File: src/rtl/vga_timing_pkg.sv
`default_nettype none
// ============================================================================
//  Module      : vga_timing_pkg
//  Description : 640x480@60 Hz raster timing constants shared by the timing
//                generator and the sprite / health-bar placement logic.
//  Revision    : 1.0 - initial release
// ============================================================================
package vga_timing_pkg;

    // Raster counters are 10 bits wide; every bound below fits in 10 bits.
    localparam int unsigned c_CNT_W       = 10;

    // Horizontal timing, in pixel periods.
    localparam int unsigned c_H_TOTAL     = 800;
    localparam int unsigned c_H_SYNC      = 96;
    localparam int unsigned c_H_ACT_START = 144;
    localparam int unsigned c_H_ACT_END   = 784;

    // Vertical timing, in lines.
    localparam int unsigned c_V_TOTAL     = 525;
    localparam int unsigned c_V_SYNC      = 2;
    localparam int unsigned c_V_ACT_START = 35;
    localparam int unsigned c_V_ACT_END   = 515;

    // Visible area, handy for placement logic.
    localparam int unsigned c_H_VISIBLE   = c_H_ACT_END - c_H_ACT_START;
    localparam int unsigned c_V_VISIBLE   = c_V_ACT_END - c_V_ACT_START;

    typedef logic [c_CNT_W-1:0] cnt_t;

    // Half-open window test lo <= val < hi, unsigned.
    function automatic logic in_window(input cnt_t val, input cnt_t lo, input cnt_t hi);
        return (val >= lo) && (val < hi);
    endfunction

endpackage : vga_timing_pkg
`default_nettype wire

File: src/rtl/vga_timing_gen_pixel_tick_div.sv
`default_nettype none
// ============================================================================
//  Module      : pixel_tick_div
//  Description : Clock-enable divider. Produces a registered one-clk pulse
//                every CLK_DIV system clocks; the pulse is high during the
//                clk that follows the edge where the divider reaches
//                CLK_DIV-1, so logic qualified by it advances on the edge
//                where the divider wraps.
//  Revision    : 1.0 - initial release
// ============================================================================
module pixel_tick_div #(
    parameter int unsigned CLK_DIV = 4
) (
    input  logic clk,
    input  logic rst_l,
    output logic pix_en
);

    // A divide-by-one still needs a 1-bit counter to stay legal.
    localparam int unsigned c_DIV_W = (CLK_DIV > 1) ? $clog2(CLK_DIV) : 1;
    localparam logic [c_DIV_W-1:0] c_DIV_LAST = c_DIV_W'(CLK_DIV - 1);
    localparam logic [c_DIV_W-1:0] c_DIV_ONE  = c_DIV_W'(1);

    logic [c_DIV_W-1:0] r_div;
    logic [c_DIV_W-1:0] w_div_next;
    logic               r_pix_en;

    // Next divider value, wrapping at CLK_DIV-1.
    always_comb begin
        w_div_next = (r_div == c_DIV_LAST) ? '0 : r_div + c_DIV_ONE;
    end

    // Divider state and registered enable; enable rises as the divider reaches its last count.
    always_ff @(posedge clk or negedge rst_l) begin
        if (!rst_l) begin
            r_div    <= '0;
            r_pix_en <= 1'b0;
        end else begin
            r_div    <= w_div_next;
            r_pix_en <= (w_div_next == c_DIV_LAST);
        end
    end

    assign pix_en = r_pix_en;

endmodule : pixel_tick_div
`default_nettype wire

File: src/rtl/vga_timing_gen.sv
`default_nettype none
// ============================================================================
//  Module      : vga_timing_gen
//  Description : 640x480@60 Hz VGA raster timing from the 100 MHz system
//                clock: pixel enable, free-running h/v counters, display
//                enable, active-low syncs and a once-per-frame tick at the
//                start of vertical blanking.
//                Optional macro VGA_SYNC_DELAY_EN delays hSync/vSync by
//                SYNC_DELAY pixel periods to line them up with the rgb
//                pipeline (sprite ROM read latency).
//  Revision    : 1.0 - initial release
// ============================================================================
module vga_timing_gen
    import vga_timing_pkg::*;
#(
    parameter int unsigned CLK_DIV     = 4,
    parameter int unsigned H_TOTAL     = c_H_TOTAL,
    parameter int unsigned H_SYNC      = c_H_SYNC,
    parameter int unsigned H_ACT_START = c_H_ACT_START,
    parameter int unsigned H_ACT_END   = c_H_ACT_END,
    parameter int unsigned V_TOTAL     = c_V_TOTAL,
    parameter int unsigned V_SYNC      = c_V_SYNC,
    parameter int unsigned V_ACT_START = c_V_ACT_START,
    parameter int unsigned V_ACT_END   = c_V_ACT_END,
    parameter int unsigned SYNC_DELAY  = 1
) (
    input  logic         clk,
    input  logic         rst_l,
    output logic         pix_en,
    output logic [9:0]   hCount,
    output logic [9:0]   vCount,
    output logic         bright,
    output logic         hSync,
    output logic         vSync,
    output logic         frame_tick
);

    // All bounds brought into the 10-bit counter domain once.
    localparam cnt_t c_H_LAST  = cnt_t'(H_TOTAL - 1);
    localparam cnt_t c_V_LAST  = cnt_t'(V_TOTAL - 1);
    localparam cnt_t c_HS_END  = cnt_t'(H_SYNC);
    localparam cnt_t c_VS_END  = cnt_t'(V_SYNC);
    localparam cnt_t c_HA_LO   = cnt_t'(H_ACT_START);
    localparam cnt_t c_HA_HI   = cnt_t'(H_ACT_END);
    localparam cnt_t c_VA_LO   = cnt_t'(V_ACT_START);
    localparam cnt_t c_VA_HI   = cnt_t'(V_ACT_END);
    localparam cnt_t c_ONE     = cnt_t'(1);

    logic w_pix_en;
    cnt_t r_h_cnt;
    cnt_t r_v_cnt;
    cnt_t w_h_next;
    cnt_t w_v_next;
    logic w_h_wrap;
    logic w_bright_next;
    logic w_hsync_next;
    logic w_vsync_next;
    logic w_tick_next;
    logic r_bright;
    logic r_hsync_raw;
    logic r_vsync_raw;
    logic r_frame_tick;

    pixel_tick_div #(
        .CLK_DIV (CLK_DIV)
    ) u_pixel_tick_div (
        .clk     (clk),
        .rst_l   (rst_l),
        .pix_en  (w_pix_en)
    );

    // Next raster position and the decode of that position, so the registered
    // bright/sync always describe the counter value shown alongside them.
    always_comb begin
        w_h_wrap      = (r_h_cnt == c_H_LAST);
        w_h_next      = w_h_wrap ? '0 : r_h_cnt + c_ONE;
        w_v_next      = r_v_cnt;
        if (w_h_wrap) begin
            w_v_next  = (r_v_cnt == c_V_LAST) ? '0 : r_v_cnt + c_ONE;
        end
        w_bright_next = in_window(w_h_next, c_HA_LO, c_HA_HI) &&
                        in_window(w_v_next, c_VA_LO, c_VA_HI);
        w_hsync_next  = !(w_h_next < c_HS_END);
        w_vsync_next  = !(w_v_next < c_VS_END);
        w_tick_next   = w_pix_en && (w_h_next == '0) && (w_v_next == c_VA_HI);
    end

    // Counters and decoded outputs advance together on each pixel enable.
    always_ff @(posedge clk or negedge rst_l) begin
        if (!rst_l) begin
            r_h_cnt     <= '0;
            r_v_cnt     <= '0;
            r_bright    <= 1'b0;
            r_hsync_raw <= 1'b0;
            r_vsync_raw <= 1'b0;
        end else if (w_pix_en) begin
            r_h_cnt     <= w_h_next;
            r_v_cnt     <= w_v_next;
            r_bright    <= w_bright_next;
            r_hsync_raw <= w_hsync_next;
            r_vsync_raw <= w_vsync_next;
        end
    end

    // Frame tick: single clk, on the edge entering (0, V_ACT_END).
    always_ff @(posedge clk or negedge rst_l) begin
        if (!rst_l) begin
            r_frame_tick <= 1'b0;
        end else begin
            r_frame_tick <= w_tick_next;
        end
    end

`ifdef VGA_SYNC_DELAY_EN
    // Legal depth is 1..3; out-of-range settings are clamped.
    localparam int unsigned c_STAGES = (SYNC_DELAY < 1) ? 1 :
                                       ((SYNC_DELAY > 3) ? 3 : SYNC_DELAY);

    logic [c_STAGES-1:0] r_hs_dly;
    logic [c_STAGES-1:0] r_vs_dly;

    // Sync shift register, one stage per pixel period; stage 0 picks up the
    // sync value of the pixel that is just ending.
    always_ff @(posedge clk or negedge rst_l) begin
        if (!rst_l) begin
            r_hs_dly <= '0;
            r_vs_dly <= '0;
        end else if (w_pix_en) begin
            r_hs_dly[0] <= r_hsync_raw;
            r_vs_dly[0] <= r_vsync_raw;
            for (int i = 1; i < int'(c_STAGES); i++) begin
                r_hs_dly[i] <= r_hs_dly[i-1];
                r_vs_dly[i] <= r_vs_dly[i-1];
            end
        end
    end

    assign hSync = r_hs_dly[c_STAGES-1];
    assign vSync = r_vs_dly[c_STAGES-1];
`else
    assign hSync = r_hsync_raw;
    assign vSync = r_vsync_raw;
`endif

    assign pix_en     = w_pix_en;
    assign hCount     = r_h_cnt;
    assign vCount     = r_v_cnt;
    assign bright     = r_bright;
    assign frame_tick = r_frame_tick;

endmodule : vga_timing_gen
`default_nettype wire

File: config.mk
export PLATFORM = sky130hd
export DESIGN_NAME = vga_timing_gen
export DESIGN_NICKNAME = d
export VERILOG_FILES = /design/src/rtl/vga_timing_pkg.sv /design/src/rtl/vga_timing_gen_pixel_tick_div.sv /design/src/rtl/vga_timing_gen.sv
export SDC_FILE = /design/constraint.sdc
export NUM_CORES = 1
export LEC_CHECK = 0
export BUFFER_PORTS_ARGS = -buffer_cell sky130_fd_sc_hd__clkbuf_2
export CORE_MARGIN = 2
export CORE_UTILIZATION = 44
export CTS_BUF_LIST = sky130_fd_sc_hd__clkbuf_4 sky130_fd_sc_hd__clkbuf_8
export CTS_CLUSTER_DIAMETER = 60
export DETAILED_ROUTE_END_ITERATION = 7
export HOLD_SLACK_MARGIN = 0.1
export PLACE_DENSITY = 0.75
export SLEW_MARGIN = 20
export SYNTH_ARGS = -nofsm -noshare
export SYNTH_HDL_FRONTEND = slang
export SYNTH_SLANG_ARGS = --single-unit
File: constraint.sdc
create_clock -name clk -period 2.78 [get_ports clk]
set_input_delay 0.278 -clock clk [delete_from_list [all_inputs] [get_ports clk]]
set_output_delay 0.278 -clock clk [all_outputs]
set_load 0.02 [all_outputs]
==> flow_summary.toml <==
[run_status]
status = "complete, no violations"

[timing]
fin_crit_ns = 2.55
timing.setup.tns_ns = 0
drv_slew = 0
setup_viol = 0
tightestPinTransition_ns = 0.646
finalHoldViolations = 0
fmax_ghz = 0.392
skew_ns = 0.00415
min_period_over_period_pct = 91.8
fin_ws_ns = 0.229
rsz0062_at_grt = "no"
maxSlewHeadroom_pct = 56.9

[yosys]
synthTopCellsByArea = "dfrtp_1 (37%), o21ai_0 (4.4%), nand2_1 (4.3%)"
synth_top_area_share_pct = 37.1
yosysWarnings = 0
synthArstFlopShare_pct = 100
postSynthCellCount = 209
yosysSeqAreaShare_pct = 37.1
synth_ff_type = "dfrtp_1"
syn-num-nets = 217
syn_area_um2 = 1820
synth_area_per_cell_um2 = 8.70
synth_seq_cells = 27
synth_top_cell_by_area = "dfrtp_1"
synth-edff-count = 0
ys_types = 58

[routing]
drt_iter0_drc = 108
dr.pass1.iters = 4
drc = 0
avgRoutedWirePerCell_um = 14.5
drt-total-wl_um = 4140
drt.antenna.violating_nets = 0
vias = 1645
vias_per_cell = 5.77

[cells_and_area]
syn2layout_area_growth_pct = 13.8
finalNonFillerCells = 285
antenna_cells = 0
final_common_cell = "dfrtp_1"
nets = 244
layout_common_cells = "dfrtp_1 (27), clkbuf_2 (26), nand2_1 (21)"
n_fill_cell = 389
layout-drive-gt1-share_pct = 23.8

[global_route]
grt_start_max_net_pins = 29
grt_pass1_vias = 1461
grt_pass1_wl_um = 6840
antenna_found_initial = 0
grt-ovfl-total = 0
track_usage_pct = 19.1

[pwr]
p_leak_nw = 0.903
peakVddDrop_uv = 171
power_density_nw_per_um2 = 302
power_uw = 626

[hold_path]
hp-start = "u_pixel_tick_div.r_div[0]"
hp-class = "reg -> reg"

[floorplanning]
coreArea_um2 = 4000
die-area_um2 = 4660
io_pins = 27
fp-row-count = 23
start_util_pct = 45.5
die_w_um = 68.3
die_y_um = 68.3

[clock_tree]
insertion_delay_ns = 0.27
cts.htree.levels = 1
clock-sinks = 27
cts-root-buf = "clkbuf_8"
cts_tree = "done"
clk_pin_slew_ns = 0.09
numCtsBuffers = 3
cts_buffer_depth = 2

[placed_design]
portBuffers = 26
place.gp.congestion = 0.888
dp_hpwl_um = 2930
pre_cts_ws_ns = 0.176
placed_cells = 278

[critical_path]
worstSetupStartpoint = "hCount[0]"
critPathArrivalTime_ns = 2.73
end_kind = "flop"
critPathKind = "reg -> reg"
r2r_setup_slack_ns = 0.23
worst-path-max-fanout = 7
required_ns = 2.96
startpoint_type = "flop"
rr_startpoint = "hCount[0]"

[flow_run]
maxCapViolCount = 0
==> registers in the layout, indices dropped and copies added (netlist names) <==
| signal | count |
|---|---|
| vSync | 1 |
| hCount | 10 |
| u_pixel_tick_div.r_div | 2 |
| u_pixel_tick_div.pix_en | 1 |
| vCount | 10 |
| bright | 1 |
| hSync | 1 |
| frame_tick | 1 |
==> where the power goes <==
group | total (mW) | internal, mW | switching, mW
logic | 0.00863 | 0.00139 | 0.00724
clock network | 0.225 | 0.101 | 0.125
registers | 0.392 | 0.392 | 0
total | 0.626 | 0.494 | 0.132
==> cells in the mapped netlist (all sizes together), types with 3 or more instances <==
library cell	number
a21oi	7
nor4	3
nor2	17
nand3	12
ha	6
nor3	10
nand2	21
clkbuf	6
inv	5
buf	9
o21ai	18
or2	4
nand4	6
or3	3
o22ai	3
and3	4
dfrtp	27
and4	3
xnor2	8
==> per-layer routing <==
metal	wire, µm	track usage, %	vias up
met5	0	0	-
met4	50	5.00	0
met3	223	2.96	7
met2	1840	30.3	45
met1	2020	27.2	773
li1	-	-	820
==> critical path, cell delays in order, from the launching register on <==
cell	delay (ns)
dfrtp_1	0.46
ha_2	0.29
nand4_1	0.27
nor3_2	0.33
buf_4	0.21
o21ai_1	0.08
a221oi_2	0.34
nand3_1	0.17
nor4_2	0.31
==> cell type report <==
class	instances	area (µm²)	area share [%]
inverter	5	18.8	0.906
clock buffer	3	41.3	1.99
tap	50	62.6	3.02
clock inverter	1	5.00	0.242
sequential	27	676	32.6
multi-input combinational	162	1050	50.8
timing repair buffer	37	215	10.4
==> timing repair <==
| item | CTS | global route |
|---|---|---|
| setup endpoints to repair | 0 | 3 |
| hold buffers | 1 | 0 |
| hold endpoints to repair | 27 | 0 |
| buffers inserted | 0 | 2 |
| gates resized for setup | 0 | 2 |
==> kinds of logic after synthesis <==
kind of cell	count (synthesis)	share of synthesized area, %
AOI/OAI and AO/OA	50	18.2
adders and majority gates	6	4.13
muxes	3	1.79
buffers and inverters	20	5.50
and+or+nand+nor	93	28.4
DFF	27	37.1
xor gates and xnor gates	10	4.81
==> per-stage QoR <==
stage | area, µm² | hold WS [ns] | utilization, %
floorplan | 1820 | -0.0176 | -
global placement | 1990 | 0.347 | 49.8
detailed placement | 1990 | 0.349 | 49.8
CTS | 2050 | 0.465 | 51.2
global route | 2070 | 0.486 | 51.8
finish | 2070 | 0.462 | 51.8
==> worst paths after layout <==
path	end	cells past startpoint
max	frame_tick	8
min	u_pixel_tick_div.r_div[0]	1
max reg2reg	frame_tick	8
min reg2reg	u_pixel_tick_div.r_div[0]	1
max in group asynchronous	bright	2
min in group asynchronous	vCount[7]	2
Power figures use the tool's default switching activity.
